===== config.mk =====
export PLATFORM = sky130hd
export DESIGN_NAME = rom_mul_arbiter
export DESIGN_NICKNAME = d
export VERILOG_FILES = /design/src/rtl/rom_mul_arbiter.sv
export SDC_FILE = /design/constraint.sdc
export NUM_CORES = 1
export LEC_CHECK = 0
export ABC_AREA = 1
export CAP_MARGIN = 20
export CORE_MARGIN = 2
export CORE_UTILIZATION = 60
export DETAILED_ROUTE_END_ITERATION = 10
export DONT_BUFFER_PORTS = 1
export PLACE_DENSITY = 0.74
export SLEW_MARGIN = 20
export SYNTH_ARGS = -nofsm -noshare
export SYNTH_HDL_FRONTEND = slang
export SYNTH_SLANG_ARGS = --single-unit

===== constraint.sdc =====
create_clock -name CLK -period 1.69 [get_ports CLK]
set_clock_uncertainty 0.15 [all_clocks]
set_input_delay 0.2535 -clock CLK [delete_from_list [all_inputs] [get_ports CLK]]
set_output_delay 0.2535 -clock CLK [all_outputs]
set_load 0.05 [all_outputs]

===== src/rtl/rom_mul_arbiter.sv =====
// Two-requester 4x4 multiply via a shared synchronous ROM lookup. ROM_MUL_ARB_RR_EN selects round-robin over fixed priority.
// Latency: request accepted in IDLE, ACK three edges later. Throughput is one lookup per 4 cycles, and REQ is held until its ACK.
module rom_mul_arbiter #(
    parameter int DW = 8,
    parameter int AW = 8
) (
    input  logic          CLK,
    input  logic          RST,
    input  logic          REQ0,
    input  logic          REQ1,
    input  logic [3:0]    A0,
    input  logic [3:0]    B0,
    input  logic [3:0]    A1,
    input  logic [3:0]    B1,
    output logic          ACK0,
    output logic          ACK1,
    output logic [DW-1:0] RESULT,
    output logic          BUSY,
    output logic [AW-1:0] ROM_ADDR,
    output logic          ROM_CS,
    output logic          ROM_RD,
    input  logic [DW-1:0] ROM_DATA
);

    typedef enum logic [1:0] {IDLE, ISSUE, WAIT, DONE} state_t;

    state_t        state, state_nxt;
    logic          gnt, gnt_nxt;
    logic [AW-1:0] addr_r, addr_nxt;
    logic [DW-1:0] result_r, result_nxt;
    logic          pick1;
    logic [7:0]    prod0, prod1;

    // Zero-extended operands keep the full 8-bit product.
    assign prod0 = {4'd0, A0} * {4'd0, B0};
    assign prod1 = {4'd0, A1} * {4'd0, B1};

`ifdef ROM_MUL_ARB_RR_EN
    logic last;

    always_ff @(posedge CLK or posedge RST) begin
        if (RST)
            last <= 1'b1;
        else if (state == DONE)
            last <= gnt;
    end

    assign pick1 = REQ1 && (!REQ0 || !last);
`else
    assign pick1 = REQ1 && !REQ0;
`endif

    always_ff @(posedge CLK or posedge RST) begin
        if (RST) begin
            state    <= IDLE;
            gnt      <= 1'b0;
            addr_r   <= '0;
            result_r <= '0;
        end else begin
            state    <= state_nxt;
            gnt      <= gnt_nxt;
            addr_r   <= addr_nxt;
            result_r <= result_nxt;
        end
    end

    always_comb begin
        state_nxt  = state;
        gnt_nxt    = gnt;
        addr_nxt   = addr_r;
        result_nxt = result_r;
        case (state)
            IDLE: begin
                if (REQ0 || REQ1) begin
                    gnt_nxt   = pick1;
                    addr_nxt  = AW'(pick1 ? prod1 : prod0);
                    state_nxt = ISSUE;
                end
            end
            ISSUE: state_nxt = WAIT;
            WAIT: begin
                result_nxt = ROM_DATA;
                state_nxt  = DONE;
            end
            DONE:    state_nxt = IDLE;
            default: state_nxt = IDLE;
        endcase
    end

    assign ACK0     = (state == DONE) && !gnt;
    assign ACK1     = (state == DONE) && gnt;
    assign BUSY     = (state != IDLE);
    assign ROM_CS   = (state == ISSUE);
    assign ROM_RD   = (state == ISSUE);
    assign ROM_ADDR = addr_r;
    assign RESULT   = result_r;

endmodule


==> metrics.cfg <==
[synth]
postSynthCellCount=223
ys_seq_area_share_pct=26.99
ys_seq_elements=19
synth_area_per_cell_um2=7.900
syn_nets=287
synth.distinct_cells=23
ys_warn_count=0
syn-cell-area_um2=1762

[layout]
drive_above_1_share_pct=20.97
fillerInstances=173
postLayoutCoreUtil_pct=77.78
stdcell_count=279
nNetsFinal=313
multi_input_area_um2=1224
final_cell_mix=nand2_1, inv_1, ha_1, dfrtp_1
antenna_cells=0
final_area_um2=2163
final_common_cell=nand2_1
area_delta_synth_final_pct=22.80
seq_area_um2=475.5

[place]
dpl_cell_area_um2=1904
placed_cells=262
place_congestion=0.8709
place_hpwl_mm=2.896
portBuffers=0

[routing]
vias_per_cell=5.520
drcViolationCount=0
wl_per_cell_um=14.04
wl_mm=3.917
final_antenna_net_count=0
first_iter_violations=67
firstDrtPassIters=4
num_vias=1540

[clock_network]
clockBufferDepth=2
clk_pin_slew_ns=0.09
numClockSinks=19
clock_latency_ns=0.29
cts_tree=yes
cts.htree.levels=1
root_buffer=clkbuf_4
numCtsBuffers=3

[status]
status=finished, violations left
violations=setup timing

[timing]
finalCritPeriodShare_pct=130.6
slew_headroom_pct=56.81
max_freq_mhz=452.9
setup_viol=5
period_minus_slack_ns=2.208
slew_violations=0
worst_slack_ns=-0.5180
tightest_slew_ns=0.6472
hold_violations=0
rsz0062_at_grt=yes

[setup_path]
crit_type=primary input to flip-flop
path_max_fanout=4
end_kind=flip-flop
arrival_ns=2.24
required_ns=1.73
startpoint_type=primary input

[floorplanning]
rows=19
core_um2=2781
ioPinCount=49
initial_core_util_pct=63.34
die_area_um2=3385
die_w_um=58.19
die_h_um=58.19

[pwr]
power.leakage_nw=1.248
finalPower_mw=3.010
power_density_nw_per_um2=1391
vdd_drop_max_mv=1.615

[grt]
globalRouteTotalUtil_pct=23.76
antenna_found_initial=0
grt-ovfl-total=0
grt_pass1_vias=1512
grt_pass1_wl_mm=6.203
grt_start_max_net_pins=20

[hold_path]
min_path_type=primary input to flip-flop

[run]
maxCapViolCount=0

[through the flow]
stage / hold WS [ns] / setup TNS, ns / setup WS, ns
6_report: 0.02977 / -2.259 / -0.5180
5_1_grt: 0.03810 / -2.616 / -0.6139
4_1_cts: 0.01720 / -2.403 / -0.5185
3_5_place_dp: 0.1183 / -3.816 / -0.8623
3_3_place_gp: 0.1163 / -3.639 / -0.7850
2_1_floorplan: 0.05463 / -3.096 / -0.6736
[where the power goes]
part | total [mW] | switching, mW | internal [mW] | leakage [nW]
clock | 0.211 | 0.119 | 0.0918 | 0.0150
sequential | 1.44 | 0.773 | 0.669 | 0.229
combinational | 1.36 | 0.784 | 0.573 | 1.00
[metal layers]
| metal | wire (um) | up-vias | GRT usage (%) |
|---|---|---|---|
| li1 | - | 752 | - |
| met1 | 1476 | 735 | 27.07 |
| met2 | 2152 | 45 | 44.48 |
| met3 | 195 | 8 | 3.348 |
| met4 | 91 | 0 | 8.970 |
| met5 | 0 | - | 0 |
[timing repair]
item,CTS,global route
endpoints found under the hold margin,28,0
pin swaps,11,16
hold buffers,11,0
buffers inserted,2,0
setup endpoints to repair,6,8
gates resized for setup,10,18
[worst max-delay path: stages]
cell	delay, ns
nand2_8	0.03
fa_1	0.53
inv_1	0.05
fa_1	0.49
ha_1	0.31
nand2_1	0.06
nand2_2	0.08
nand3_2	0.07
nand2_1	0.06
nand2_1	0.05
nand3_1	0.06
nand2_1	0.08
nand2_1	0.07
nand2_1	0.05
[cell families after synthesis]
kind of cell | synth area share, %
AND/OR/NAND/NOR | 20.03
XOR/XNOR | 0.9945
flip-flops | 26.99
multiplexers | 5.114
adder cells (fa/ha/maj) | 28.98
buffers and inverters | 10.65
AO/OA/AOI/OAI | 7.244
[registers in the layout, indices dropped and copies added, names as in the netlist]
name and flops:
RESULT 8, ROM_ADDR 8, gnt 1, state 2
[cell type report]
| class | instances | share of cell area [%] |
|---|---|---|
| clock buffer | 4 | 1.215 |
| inverter | 46 | 8.271 |
| multi-input combinational | 156 | 56.56 |
| sequential | 19 | 21.98 |
| tap | 31 | 1.793 |
| timing repair buffer | 23 | 10.18 |
[worst paths after layout]
kind	start	to	slack, ns	cells past startpoint
setup / recovery	A0[1]	ROM_ADDR[7]$_DFFE_PP0P_	-0.52	14
hold / removal	REQ0	state[1]$_DFFE_PP0P_	0.03	3
max in group asynchronous	RST	state[1]$_DFFE_PP0P_	0.62	2
setup reg to reg	state[0]$_DFFE_PP0P_	RESULT[5]$_DFFE_PP0P_	0.11	3
hold reg to reg	gnt$_DFFE_PP0P_	gnt$_DFFE_PP0P_	0.42	2
min in group asynchronous	RST	RESULT[3]$_DFFE_PP0P_	0.36	2
[synth_stat cells]
master	instances	area share (%)
nor2_1	10	2.1
xnor2_1	1	0.50
o21ai_2	1	0.50
xor2_1	1	0.50
inv_1	43	9.2
mux2_2	8	5.1
nor2_4	1	0.64
a31oi_1	2	0.71
nor3_1	1	0.28
nand3_1	14	4.0
inv_2	2	0.43
inv_4	1	0.36
buf_2	1	0.28
dfrtp_1	19	27
nand2_1	61	13
ha_1	28	20
o21ai_0	9	2.6
a21oi_2	1	0.50
a21oi_1	8	2.3
a21o_1	1	0.43
o21ai_1	1	0.28
buf_4	1	0.43
fa_1	8	9.1
No activity file was read; power rests on OpenSTA's default activity.
